===== config.mk =====
export PLATFORM = sky130hd
export DESIGN_NAME = pmu_ahb_master
export DESIGN_NICKNAME = d
export VERILOG_FILES = /design/src/rtl/pmu_ahb_pkg.sv /design/src/rtl/pmu_ahb_master.sv
export SDC_FILE = /design/constraint.sdc
export NUM_CORES = 1
export LEC_CHECK = 0
export ABC_CLOCK_PERIOD_IN_PS = 2250
export BUFFER_PORTS_ARGS = -buffer_cell sky130_fd_sc_hd__clkbuf_2
export CORE_MARGIN = 1.5
export CORE_UTILIZATION = 43
export CTS_CLUSTER_DIAMETER = 120
export DETAILED_ROUTE_END_ITERATION = 10
export PLACE_DENSITY = 0.82
export REMOVE_ABC_BUFFERS = 1
export SLEW_MARGIN = 0
export SYNTH_ARGS = -nofsm -noshare
export SYNTH_HDL_FRONTEND = slang
export SYNTH_SLANG_ARGS = --single-unit

===== constraint.sdc =====
create_clock -name clk_i -period 2.25 [get_ports clk_i]
set_clock_uncertainty 0.2 [all_clocks]
set_input_delay 0.45 -clock clk_i [delete_from_list [all_inputs] [get_ports clk_i]]
set_output_delay 0.45 -clock clk_i [all_outputs]
set_load 0.01 [all_outputs]

===== src/rtl/pmu_ahb_pkg.sv =====
// Shared AHB-Lite encodings and FSM state type for the PMU bus master.
package pmu_ahb_pkg;

    localparam logic [1:0] HTRANS_IDLE   = 2'b00;
    localparam logic [1:0] HTRANS_NONSEQ = 2'b10;

    localparam logic [1:0] HRESP_OKAY    = 2'b00;
    localparam logic [1:0] HRESP_ERROR   = 2'b01;

    localparam logic [2:0] HSIZE_WORD    = 3'b010;
    localparam logic [2:0] HBURST_SINGLE = 3'b000;

    typedef logic [1:0] mst_state_t;
    localparam mst_state_t ST_IDLE = 2'd0;
    localparam mst_state_t ST_ADDR = 2'd1;
    localparam mst_state_t ST_DATA = 2'd2;
    localparam mst_state_t ST_RESP = 2'd3;

endpackage


===== src/rtl/pmu_ahb_master.sv =====
// Single-outstanding AHB-Lite master: one NONSEQ word transfer per command, one-cycle response pulse.
// Optional stall watchdog enabled by defining PMU_AHB_MST_TIMEOUT_EN.
module pmu_ahb_master
    import pmu_ahb_pkg::*;
#(
    parameter int REG_WIDTH      = 32,
    parameter int TIMEOUT_CYCLES = 1024
) (
    input  logic                 clk_i,
    input  logic                 rst_i,
    input  logic                 req_valid_i,
    output logic                 req_ready_o,
    input  logic                 req_write_i,
    input  logic [REG_WIDTH-1:0] req_addr_i,
    input  logic [REG_WIDTH-1:0] req_wdata_i,
    output logic                 rsp_valid_o,
    output logic [REG_WIDTH-1:0] rsp_rdata_o,
    output logic                 rsp_err_o,
    output logic                 rsp_timeout_o,
    output logic                 hsel_o,
    output logic [REG_WIDTH-1:0] haddr_o,
    output logic                 hwrite_o,
    output logic [1:0]           htrans_o,
    output logic [2:0]           hsize_o,
    output logic [2:0]           hburst_o,
    output logic [REG_WIDTH-1:0] hwdata_o,
    input  logic                 hready_i,
    input  logic [1:0]           hresp_i,
    input  logic [REG_WIDTH-1:0] hrdata_i
);

    mst_state_t           state_q, state_d;
    logic                 hsel_q, hsel_d;
    logic [1:0]           htrans_q, htrans_d;
    logic [REG_WIDTH-1:0] haddr_q, haddr_d;
    logic                 hwrite_q, hwrite_d;
    logic [REG_WIDTH-1:0] hwdata_q, hwdata_d;
    logic                 rsp_valid_q, rsp_valid_d;
    logic [REG_WIDTH-1:0] rsp_rdata_q, rsp_rdata_d;
    logic                 rsp_err_q, rsp_err_d;

`ifdef PMU_AHB_MST_TIMEOUT_EN
    localparam int                 CNT_W    = $clog2(TIMEOUT_CYCLES + 1);
    localparam logic [CNT_W-1:0]   CNT_MAX  = CNT_W'(TIMEOUT_CYCLES);
    localparam logic [CNT_W-1:0]   CNT_LAST = CNT_W'(TIMEOUT_CYCLES - 1);
    logic [CNT_W-1:0]              cnt_q, cnt_d;
    logic                          rsp_to_q, rsp_to_d;
`else
    logic [31:0] unused_timeout_cycles;
    assign unused_timeout_cycles = 32'(TIMEOUT_CYCLES);
`endif

    always_comb begin
        state_d     = state_q;
        hsel_d      = hsel_q;
        htrans_d    = htrans_q;
        haddr_d     = haddr_q;
        hwrite_d    = hwrite_q;
        hwdata_d    = hwdata_q;
        rsp_valid_d = 1'b0;
        rsp_rdata_d = '0;
        rsp_err_d   = 1'b0;
        case (state_q)
            ST_IDLE: begin
                if (req_valid_i) begin
                    if (req_addr_i[1:0] != 2'b00) begin
                        // Misaligned: answer immediately without touching the bus
                        state_d     = ST_RESP;
                        rsp_valid_d = 1'b1;
                        rsp_err_d   = 1'b1;
                    end else begin
                        state_d  = ST_ADDR;
                        hsel_d   = 1'b1;
                        htrans_d = HTRANS_NONSEQ;
                        haddr_d  = req_addr_i;
                        hwrite_d = req_write_i;
                        hwdata_d = req_wdata_i;
                    end
                end
            end
            ST_ADDR: begin
                if (hready_i) begin
                    state_d  = ST_DATA;
                    hsel_d   = 1'b0;
                    htrans_d = HTRANS_IDLE;
                end
            end
            ST_DATA: begin
                if (hready_i) begin
                    state_d     = ST_RESP;
                    rsp_valid_d = 1'b1;
                    rsp_err_d   = (hresp_i != HRESP_OKAY);
                    rsp_rdata_d = (!hwrite_q && hresp_i == HRESP_OKAY) ? hrdata_i : '0;
                end
            end
            default: state_d = ST_IDLE;
        endcase

`ifdef PMU_AHB_MST_TIMEOUT_EN
        rsp_to_d = 1'b0;
        cnt_d    = cnt_q;
        if (state_q == ST_IDLE) begin
            cnt_d = '0;
        end else if (state_q == ST_ADDR || state_q == ST_DATA) begin
            if (cnt_q == CNT_MAX) begin
                state_d     = ST_RESP;
                hsel_d      = 1'b0;
                htrans_d    = HTRANS_IDLE;
                rsp_valid_d = 1'b1;
                rsp_err_d   = 1'b1;
                rsp_to_d    = 1'b1;
                rsp_rdata_d = '0;
            end else if (!hready_i) begin
                cnt_d = cnt_q + 1'b1;
                // Last tolerated stall: withdraw the transfer one cycle before the abort response
                if (cnt_q == CNT_LAST) begin
                    hsel_d   = 1'b0;
                    htrans_d = HTRANS_IDLE;
                end
            end
        end
`endif
    end

    always_ff @(posedge clk_i) begin
        if (rst_i) begin
            state_q     <= ST_IDLE;
            hsel_q      <= 1'b0;
            htrans_q    <= HTRANS_IDLE;
            haddr_q     <= '0;
            hwrite_q    <= 1'b0;
            hwdata_q    <= '0;
            rsp_valid_q <= 1'b0;
            rsp_rdata_q <= '0;
            rsp_err_q   <= 1'b0;
`ifdef PMU_AHB_MST_TIMEOUT_EN
            cnt_q       <= '0;
            rsp_to_q    <= 1'b0;
`endif
        end else begin
            state_q     <= state_d;
            hsel_q      <= hsel_d;
            htrans_q    <= htrans_d;
            haddr_q     <= haddr_d;
            hwrite_q    <= hwrite_d;
            hwdata_q    <= hwdata_d;
            rsp_valid_q <= rsp_valid_d;
            rsp_rdata_q <= rsp_rdata_d;
            rsp_err_q   <= rsp_err_d;
`ifdef PMU_AHB_MST_TIMEOUT_EN
            cnt_q       <= cnt_d;
            rsp_to_q    <= rsp_to_d;
`endif
        end
    end

    // Gated by reset so no command can be taken while the FSM is being cleared
    assign req_ready_o = (state_q == ST_IDLE) && !rst_i;
    assign rsp_valid_o = rsp_valid_q;
    assign rsp_rdata_o = rsp_rdata_q;
    assign rsp_err_o   = rsp_err_q;
`ifdef PMU_AHB_MST_TIMEOUT_EN
    assign rsp_timeout_o = rsp_to_q;
`else
    assign rsp_timeout_o = 1'b0;
`endif
    assign hsel_o   = hsel_q;
    assign haddr_o  = haddr_q;
    assign hwrite_o = hwrite_q;
    assign htrans_o = htrans_q;
    assign hsize_o  = HSIZE_WORD;
    assign hburst_o = HBURST_SINGLE;
    assign hwdata_o = hwdata_q;

endmodule


# Word-level counts from Yosys, hierarchy flattened
# Cells that the tools add are included.
dict set report classes {
  eq_ne 6
  n_bitwise 4
  n_mux 19
  reduce_logical 13
}
# op n
set ops {}
lappend ops {{two-way mux 2 bit} 7}
lappend ops {{inequality test 2 bit (second input constant)} 4}
lappend ops {{two-way mux 1 bit} 7}
lappend ops {{case mux 1 bit (2 select lines)} 3}
lappend ops {{case mux 2 bit (3 select lines)} 1}
lappend ops {{AND reduction 3 bit} 2}
lappend ops {{nonzero test 2 bit} 3}
lappend ops {{zero test 2 bit} 2}
lappend ops {{NOT 1 bit} 4}
lappend ops {{case mux 2 bit (2 select lines)} 1}
lappend ops {{AND reduction 4 bit} 1}
lappend ops {{OR reduction 4 bit} 1}
lappend ops {{== test 2 x 1 -> 1 bit (second input constant)} 1}
lappend ops {{== test 2 bit (second input constant)} 1}
lappend ops {{logical AND 1 bit} 2}
lappend ops {{zero test 1 bit} 2}
dict set report totals {
  word_cells 51
  out_inout_bits 110
  in_bits 103
  reg_bits 104
}

# Longest topological paths before layout
# Gate-level depths: netlist (run 1).
dict set report depth {
  word_depth 4
  ltp_mapped 7
  depth_no_buf 5
}

# Worst setup path after synthesis (run 1)
# Ideal clock, no wire load.
dict set report synth_timing {
  path_type {flip-flop to flip-flop}
  start {reg state_q[0]}
  end {reg haddr_q[12], in the netlist haddr_o[12]}
  slack_ns 0.558
  stages_incl_launch_ff 8
  n_path_buf 2
  setup_time_ns 0.070
  required_time_ns 1.980
  period_less_slack_ns 1.692
  t_arrival_ns 1.421
  path_cell_list {dfxtp_1 -> inv_1 -> ha_1 -> nand4bb_1 -> buf_2 -> clkbuf_1 -> nand2_1 -> a21oi_1}
}
dict set report synth_via {
  elab_chain_len 2
}
# element line
set synth_rtl {}
lappend synth_rtl {{from (decl)} pmu_ahb_master.sv:32} ;# mst_state_t state_q, state_d;
lappend synth_rtl {{from (signal assigned)} pmu_ahb_master.sv:141} ;# state_q <= state_d;
lappend synth_rtl {{zero test 2 bit} pmu_ahb_master.sv:63} ;# case (state_q)
lappend synth_rtl {{AND reduction 3 bit (no line)} -}
lappend synth_rtl {{to (signal assigned)} pmu_ahb_master.sv:144} ;# haddr_q <= haddr_d;
lappend synth_rtl {{to (decl)} pmu_ahb_master.sv:35} ;# logic [REG_WIDTH-1:0] haddr_q, haddr_d;
# Every way passes these cells.
# A chain may end at the register's enable or synchronous reset.

# Worst setup path after layout (run 1)
dict set report layout_timing {
  start {reg state_q[0]}
  end {out req_ready_o}
}
dict set report layout_via {
  elab_chain_len 2
}
# element line
set layout_rtl {}
lappend layout_rtl {{zero test 2 bit} pmu_ahb_master.sv:158} ;# assign req_ready_o = (state_q == ST_IDLE) && !rst_i;
lappend layout_rtl {{logical AND 1 bit} pmu_ahb_master.sv:158}
lappend layout_rtl {{to (decl)} pmu_ahb_master.sv:12} ;# output logic req_ready_o,
# Every way passes these cells.

==> impl_metrics.tcl, run 1 <==
set metrics [dict create \
    p_int_uw 2640 \
    rsz0062_at_grt "no" \
    pwr-share-clk 0.285 \
    r2r_end "haddr_o[11]" \
    drive_gt1_frac 0.389 \
    yosysSeqAreaShare 0.575 \
    clk_pin_slew_ns 0.10 \
    yosysTopAreaCellShare 0.575 \
    regToRegSetupSlack_ns 0.33 \
    drcViolationCount 0 \
    synth.avg_cell_area_um2 8.93 \
    grt_pass1_wl_um 13400 \
    ys_warn_count 0 \
    first_pass_iters 4 \
    status "finished, final reports clean" \
    synth_cells 398 \
    nets 701 \
    period_minus_slack_ns 2.11 \
    clk_latency_ns 0.34 \
    cap_violations 0 \
    antenna_found_initial 0 \
    finalHoldViolations 0 \
    fp.dieArea_um2 8820 \
    avgViaCountPerCell 4.67 \
    power_frac_comb 0.190 \
    cellPowerDensity_nw_per_um2 785 \
    synth_edf_count 0 \
    async_reset_ff_frac 0 \
    synth_common_cells "127 x nand2_1, 102 x dfxtp_1, 66 x a21oi_1, 32 x and2_1, 12 x clkbuf_1" \
    swShare 0.297 \
    wire_per_inst_um 12.7 \
    ant_nets 0 \
    cp.required_ns 1.60 \
    critPathKind "reg2out" \
    crit_path_max_fanout 6 \
    synth_cell_types 30 \
    row_count 32 \
    drtIter0Drc 63 \
    synth_top_area_cell "dfxtp_1" \
    htree_levels 3 \
    clock-root-buffer "clkbuf_8" \
    place_ws_ns 0.287 \
    max_freq_mhz 474 \
    critPathArrivalTime_ns 1.46 \
    finalCritPeriodShare 0.937 \
    crit_start "state_q[0]" \
    fin_area_um2 4790 \
    cts_tree "yes" \
    wl_um 8900 \
    grt_pass1_vias 3084 \
    cts_inserted_buffers 9 \
    initial_core_util 0.453 \
    start_kind "flip-flop" \
    dpl_cell_area_um2 4590 \
    p_sw_uw 1120 \
    grt-ovfl-total 0 \
    dp_hpwl_um 6850 \
    yosys-top-cells-area "dfxtp_1 57%, nand2_1 13%, a21oi_1 9.3%" \
    ys_ff_latch 102 \
    report.final.slew_viol_count 0 \
    gp_congestion 0.800 \
    critPathCapture "req_ready_o" \
    coreArea_um2 7850 \
    post-route-worst-setup-slack_ns 0.142 \
    io_buffers 204 \
    syn_area_um2 3550 \
    cts_buffer_depth 2 \
    hp-class "in2reg" \
    seqPwrFrac 0.524 \
    r2r-start "state_q[0]" \
    die_w_um 93.9 \
    vias 3260 \
    synth_most_common_cell "nand2_1" \
    clock_sinks 102 \
    crit_path_end_kind "output pin" \
    antenna_cells 0 \
    power.leakage_uw 0.00225 \
    ios 213 \
    vdd_drop_max_uv 420 \
    synth-main-ff-cell "dfxtp_1" \
    finalSetupViolCount 0 \
    die_h_um 93.9 \
    cts_hold_buf 0 \
    track_usage 0.194 \
    grt_max_degree 62 \
    syn_to_final_growth_pct 34.8 \
    reg2reg_depth 6 \
]
-- layout make-up --
class                      instances  area (µm²)
tap                              102         128
fill                             683        3060
clock inverter                     7        66.3
multi-input combinational        264        1330
inverter                           4        15.0
clock buffer                       9         124
sequential                       102        2040
timing repair buffer             210        1080
-- flip-flops by register name, indices dropped and copies added (netlist names) --
name         flops
rsp_err_o        1
hwrite_o         1
haddr_o         32
hwdata_o        32
rsp_rdata_o     32
state_q          2
htrans_o         1
rsp_valid_o      1
-- timing repair --
action,CTS,global route
setup buffers,0,0
endpoints found under the hold margin,0,0
setup endpoints to repair,0,1
gates resized for setup,0,1
-- how the worst min path moves through the flow --
stage | end | start | cells past startpoint | slack [ns]
after detailed placement | hwdata_o[21] | hwdata_o[21] | 2 | 0.25
after global routing | rsp_rdata_o[28] | hrdata_i[28] | 2 | 0.07
final | rsp_rdata_o[29] | hrdata_i[29] | 2 | 0.09
after global placement | hwdata_o[19] | hwdata_o[19] | 2 | 0.24
after CTS | rsp_rdata_o[29] | hrdata_i[29] | 2 | 0.07
after floorplan | haddr_o[10] | haddr_o[10] | 2 | 0.27
-- cells by family (layout without fill, tap and decap cells) --
group | Yosys count | count (layout) | synth area share
compound gates | 77 | 77 | 0.117
fa+ha+maj | 7 | 7 | 0.0247
buf+inv | 38 | 230 | 0.0613
flops | 102 | 102 | 0.575
other cells | 2 | 8 | 0.00211
simple gates | 172 | 172 | 0.220
-- power by group through the flow --
| stage | combinational [µW] | clock, µW | sequential [µW] |
|---|---|---|---|
| floorplan | 343 | 0 | 2050 |
| global placement | 683 | 0 | 2010 |
| detailed placement | 711 | 0 | 2010 |
| CTS | 718 | 1120 | 1970 |
| global route | 794 | 1190 | 1980 |
| finish | 715 | 1070 | 1970 |
-- worst max-delay path, stage by stage (launching register included) --
cell and delay, ns:
dfxtp_1 0.36, inv_1 0.17, ha_2 0.29, nor2b_1 0.16, clkbuf_2 0.14
-- per-layer routing --
metal,part of all wire,vias to the layer above,track usage
li1,-,1643,-
met2,0.52,154,0.371
met4,0.017,0,0.0634
met5,0,-,0
met3,0.098,14,0.0688
met1,0.36,1449,0.193
-- cells in the final DEF, fill, tap and decap left out --
| cell | count |
|---|---|
| a21oi_1 | 66 |
| buf_4 | 5 |
| nor2_4 | 1 |
| o211a_1 | 1 |
| nor4bb_1 | 1 |
| o31ai_1 | 1 |
| a2111o_1 | 1 |
| inv_8 | 3 |
| nor3b_1 | 2 |
| clkbuf_8 | 9 |
| nor2_1 | 1 |
| o21ba_2 | 1 |
| nand2b_1 | 1 |
| ha_2 | 1 |
| nor2b_1 | 3 |
| and2_1 | 32 |
| nand2_1 | 127 |
| or3_1 | 1 |
| or4_4 | 1 |
| o21ai_1 | 2 |
| conb_1 | 8 |
| o21bai_1 | 1 |
| buf_12 | 1 |
| dfxtp_1 | 102 |
| clkbuf_2 | 204 |
| and4bb_2 | 1 |
| a211oi_1 | 1 |
| clkinv_4 | 2 |
| ha_1 | 6 |
| nand4bb_4 | 1 |
| clkinvlp_4 | 2 |
| inv_1 | 4 |
| o21ai_0 | 1 |
| o211ai_1 | 2 |
-- metrics by stage --
stage | power (µW) | TNS, ns | cells | hold slack (ns) | util
after global routing | 3960 | 0 | 698 | 0.0693 | 0.610
after detailed placement | 2720 | 0 | 682 | 0.248 | 0.585
after global placement | 2690 | 0 | 682 | 0.241 | 0.585
after floorplan | 2390 | -30.77 | 370 | 0.274 | -
final | 3760 | 0 | 698 | 0.0898 | 0.610
after CTS | 3810 | 0 | 698 | 0.0703 | 0.610
(Power assumes the default switching activity.)
==> run 2, diff against run 1 <==
Settings changed: CELL_PAD_IN_SITES_DETAIL_PLACEMENT set to 0, CELL_PAD_IN_SITES_GLOBAL_PLACEMENT set to 2, CORE_UTILIZATION 43 to 23, PLACE_DENSITY 0.82 to 0.81.
==> run 2 against run 1 <==
Compared with the run above:
- sequential power about the same
- fmax up 0.89%
- hold slack improved by 0.00091 ns
- total power rose by 12%
- critical path depth stayed put
- final cell count up 12%
- sequential share of layout area down 1.7 points
==> impl_metrics.tcl, run 2 (synthesis results as in run 1) <==
set metrics [dict create \
    status "finished, final reports clean" \
    finalCritPeriodShare 0.928 \
    grt_max_degree 69 \
    avgViaCountPerCell 4.11 \
    fp.dieArea_um2 16200 \
    grt_pass1_vias 3256 \
    htree_levels 3 \
    cts_setup_buffers 0 \
    p_total_uw 4190 \
    cts_resized 0 \
    drive_gt1_frac 0.388 \
    report.final.slew_viol_count 0 \
    gp_congestion 0.741 \
    cts_buffer_depth 2 \
    nets 700 \
    crit_family "flip-flops" \
    relSlewSlack 0.507 \
    cellPowerDensity_nw_per_um2 841 \
    start_kind "flip-flop" \
    layout_commonest_cell "clkbuf_2" \
    drtIter0Drc 139 \
    dp_hpwl_um 7070 \
    syn_to_final_growth_pct 40.5 \
    crit_path_max_fanout 6 \
    crit_path_end_kind "output pin" \
    cap_violations 0 \
    max_freq_mhz 479 \
    clk_pin_slew_ns 0.07 \
    clock_sinks 102 \
    crit_start "state_q[0]" \
    worstPathCellList "inv_1 > ha_2 > nor2b_1 > clkbuf_2" \
    critPathCapture "req_ready_o" \
    first_pass_iters 4 \
    cp.required_ns 1.60 \
    r2r-start "state_q[0]" \
    cts_inserted_buffers 9 \
    grt_pass1_wl_um 15100 \
    ios 213 \
    initial_core_util 0.235 \
    cts_hold_buf 0 \
    io_buffers 204 \
    vdd_drop_max_uv 531 \
    rsz0062_at_grt "no" \
    coreArea_um2 15100 \
    period_minus_slack_ns 2.09 \
    fin_area_um2 4990 \
    tightestPinTransition_ns 0.739 \
    grt-ovfl-total 0 \
    cp_slowest_stage_delay_ns 0.35 \
    clock-root-buffer "clkbuf_16" \
    antenna_found_initial 0 \
    antenna_cells 0 \
    regToRegSetupSlack_ns 0.36 \
    wl_um 9540 \
    cts_tree "yes" \
    ant_nets 0 \
    cp.depth 4 \
    die_w_um 127 \
    layout_common_cells "204 x clkbuf_2, 127 x nand2_1, 102 x dfxtp_1, 66 x a21oi_1, 32 x and2_1" \
    track_usage 0.120 \
    clk_latency_ns 0.35 \
    r2r_end "haddr_o[9]" \
    finalSetupViolCount 0 \
    power.leakage_uw 0.00228 \
    hp-class "in2reg" \
    wire_per_inst_um 12.2 \
    vias 3221 \
    drcViolationCount 0 \
    row_count 45 \
    cp_slowest_cell "dfxtp_1" \
    reg2reg_depth 6 \
    critPathKind "reg2out" \
    path_buf_inv 2 \
    die_h_um 127 \
    critPathArrivalTime_ns 1.44 \
    dpl_cell_area_um2 4690 \
    finalHoldViolations 0 \
]
[run 2: cell count changes in the layout (fill, tap and decap cells not counted), sizes merged]
cell	change
clkbuf	+1
clkinv	-2
buf	-1
clkinvlp	+1
[run 2: per-layer routing]
| metal | vias up | track usage | part of all wire |
|---|---|---|---|
| li1 | 1638 | - | - |
| met1 | 1404 | 0.134 | 0.41 |
| met2 | 167 | 0.193 | 0.45 |
| met3 | 12 | 0.0607 | 0.12 |
| met4 | 0 | 0.0508 | 0.019 |
| met5 | - | 0 | 0 |
[run 2: through the flow]
step / hold WS (ns) / instances / utilization / TNS [ns] / setup WS, ns
5_1_grt: 0.0811 / 783 / 0.329 / 0 / 0.0605
4_1_cts: 0.0761 / 783 / 0.329 / 0 / 0.0408
2_1_floorplan: 0.274 / 370 / - / -30.77 / -0.485
3_3_place_gp: 0.242 / 767 / 0.310 / 0 / 0.324
3_5_place_dp: 0.246 / 767 / 0.310 / 0 / 0.276
6_report: 0.0907 / 783 / 0.329 / 0 / 0.161
[run 2: power breakdown]
group / switching, µW / leakage [µW] / internal [µW]
Combinational: 401 / 0.00132 / 307
Clock: 716 / 0.000135 / 800
Sequential: 62.5 / 0.000825 / 1910
[run 2: final cells by class]
class / count / area, µm²
Fill cell: 1621 / 10200
Inverter: 4 / 15.0
Tap cell: 188 / 235
Clock buffer: 10 / 239
Sequential cell: 102 / 2040
Multi-Input combinational cell: 264 / 1330
Clock inverter: 6 / 53.8
Timing Repair Buffer: 209 / 1070
[run 2: how the worst min path moves through the flow]
stage	from	to	slack, ns	cells past startpoint
3_3_place_gp	hwdata_o[2]	hwdata_o[2]	0.24	2
6_report	hrdata_i[13]	rsp_rdata_o[13]	0.09	2
4_1_cts	hrdata_i[13]	rsp_rdata_o[13]	0.08	2
3_5_place_dp	haddr_o[31]	haddr_o[31]	0.25	2
5_1_grt	hrdata_i[14]	rsp_rdata_o[14]	0.08	2
2_1_floorplan	haddr_o[10]	haddr_o[10]	0.27	2
[run 2: worst register-to-register path: cells and delay by family (launching register included)]
kind,cells,cell delay (ns)
flip-flops,1,0.35
buffers and inverters,2,0.46
adder cells (fa/ha/maj),1,0.28
AND/OR/NAND/NOR,2,0.40
AO/OA/AOI/OAI,1,0.14
==> run 3, diff against run 2 <==
Settings changed: CORE_ASPECT_RATIO set to 1.4, REMOVE_ABC_BUFFERS 1 to unset.
==> run 3 against run 2 <==
Compared with the run above:
- global-route usage about the same
- hold slack better by 0.010 ns
- combinational power rose by 2%
- die area about the same
- clock power up 7%
- total power increased by 3.0%
- via count grew 1.0%
- register-to-register slack better by 0.02 ns
- critical endpoint unchanged
- largest power group unchanged
==> impl_metrics.tcl, run 3 (synthesis results as in run 1) <==
set metrics [dict create \
    report.final.slew_viol_count 0 \
    vdd_drop_max_uv 319 \
    relSlewSlack 0.659 \
    period_minus_slack_ns 2.12 \
    hp-class "in2reg" \
    grt-ovfl-total 0 \
    track_usage 0.121 \
    grt_pass1_vias 3042 \
    reg2reg_depth 6 \
    avgViaCountPerCell 4.13 \
    wire_per_inst_um 12.7 \
    ios 213 \
    antenna_found_initial 0 \
    nFillCells 1598 \
    antenna_cells 0 \
    max_freq_mhz 472 \
    coreArea_um2 15100 \
    htree_levels 3 \
    fp.dieArea_um2 16200 \
    regToRegSetupSlack_ns 0.38 \
    syn_to_final_growth_pct 41.4 \
    crit_path_max_fanout 6 \
    min_to "rsp_rdata_o[31]" \
    min_from "hrdata_i[31]" \
    rsz0062_at_grt "no" \
    ant_nets 0 \
    cap_violations 0 \
    p_total_uw 4320 \
    status "finished, final reports clean" \
    dp_hpwl_um 7470 \
    clk_latency_ns 0.34 \
    die_w_um 108 \
    initial_core_util 0.236 \
    wl_um 9990 \
    clock-root-buffer "clkbuf_16" \
    finalCritPeriodShare 0.941 \
    vias 3254 \
    cellPowerDensity_nw_per_um2 860 \
    cts_tree "yes" \
    cts_hold_buf 0 \
    clock_sinks 102 \
    io_buffers 204 \
    cts_resized 0 \
    gp_congestion 0.731 \
    grt_pass1_wl_um 15200 \
    drtIter0Drc 140 \
    layout_commonest_cell "clkbuf_2" \
    first_pass_iters 6 \
    finalSetupTns_ns 0 \
    critPathArrivalTime_ns 1.47 \
    r2r-start "state_q[0]" \
    drive_gt1_frac 0.389 \
    tightestPinTransition_ns 0.510 \
    finalSetupViolCount 0 \
    layout_common_cells "204 x clkbuf_2, 127 x nand2_1, 102 x dfxtp_1, 66 x a21oi_1, 32 x and2_1" \
    grt_max_degree 47 \
    crit_path_end_kind "output pin" \
    critPathKind "reg2out" \
    cts_setup_buffers 0 \
    finalHoldViolations 0 \
    min_path_cells 2 \
    start_kind "flip-flop" \
    clk_pin_slew_ns 0.07 \
    die_h_um 150 \
    cts_inserted_buffers 9 \
    nets 701 \
    r2r_end "haddr_o[3]" \
    cp.required_ns 1.60 \
    row_count 53 \
    cts_buffer_depth 2 \
    drcViolationCount 0 \
    power.leakage_uw 0.00231 \
]
[run 3: cell count changes in the layout (fill, tap and decap cells not counted)]
cell	previous run	this run
bufinv_16	0	1
clkinvlp_4	3	1
clkbuf_8	1	0
inv_8	2	3
buf_4	4	5
clkinv_4	0	1
[run 3: final cells by class]
cell class | instances | area [µm²] | share of cell area
Sequential cell | 102 | 2040 | 0.406
Clock inverter | 7 | 88.8 | 0.0177
Multi-Input combinational cell | 264 | 1330 | 0.266
Tap cell | 192 | 240 | 0.0478
Clock buffer | 9 | 225 | 0.0448
Timing Repair Buffer | 210 | 1080 | 0.215
Inverter | 4 | 15.0 | 0.00299
[run 3: per-layer routing]
metal  vias up  part of all wire  GRT usage  wire length (µm)
met5         -                 0          0                 0
met4         0             0.018     0.0487               182
met3        11             0.075     0.0379               745
met2       138              0.48      0.200              4820
met1      1462              0.42      0.144              4250
li1       1643                 -          -                 -
[run 3: power breakdown]
| group | internal [µW] | leakage, µW | switching, µW |
|---|---|---|---|
| sequential | 1910 | 0.000825 | 62.1 |
| clock | 893 | 0.000152 | 735 |
| combinational | 309 | 0.00133 | 416 |
| total | 3110 | 0.00231 | 1210 |
[run 3: through the flow]
stage | setup WS [ns] | utilization | hold slack, ns | cell area [µm²] | std cells
floorplan | 0.558 | - | 0.281 | 3570 | 404
global placement | 0.274 | 0.313 | 0.242 | 4710 | 772
detailed placement | 0.230 | 0.313 | 0.247 | 4710 | 772
CTS | 0.0824 | 0.334 | 0.0854 | 5020 | 788
global route | 0.0399 | 0.334 | 0.0911 | 5020 | 788
finish | 0.132 | 0.334 | 0.101 | 5020 | 788
[run 3: worst max path at each step]
stage / startpoint / to / slack (ns) / cells after the start
2_1_floorplan: state_q[0] / haddr_o[12] / 0.56 / 7
3_3_place_gp: hresp_i[1] / rsp_rdata_o[21] / 0.27 / 4
3_5_place_dp: hresp_i[1] / rsp_rdata_o[6] / 0.23 / 4
4_1_cts: state_q[0] / req_ready_o / 0.08 / 4
5_1_grt: state_q[0] / req_ready_o / 0.04 / 4
6_report: state_q[0] / req_ready_o / 0.13 / 4
[run 3: worst max-delay path, cell delays in order, from the launching register on]
cell      delay (ns)
dfxtp_1         0.35
inv_1           0.16
ha_2            0.28
nor2b_1         0.19
clkbuf_2        0.16
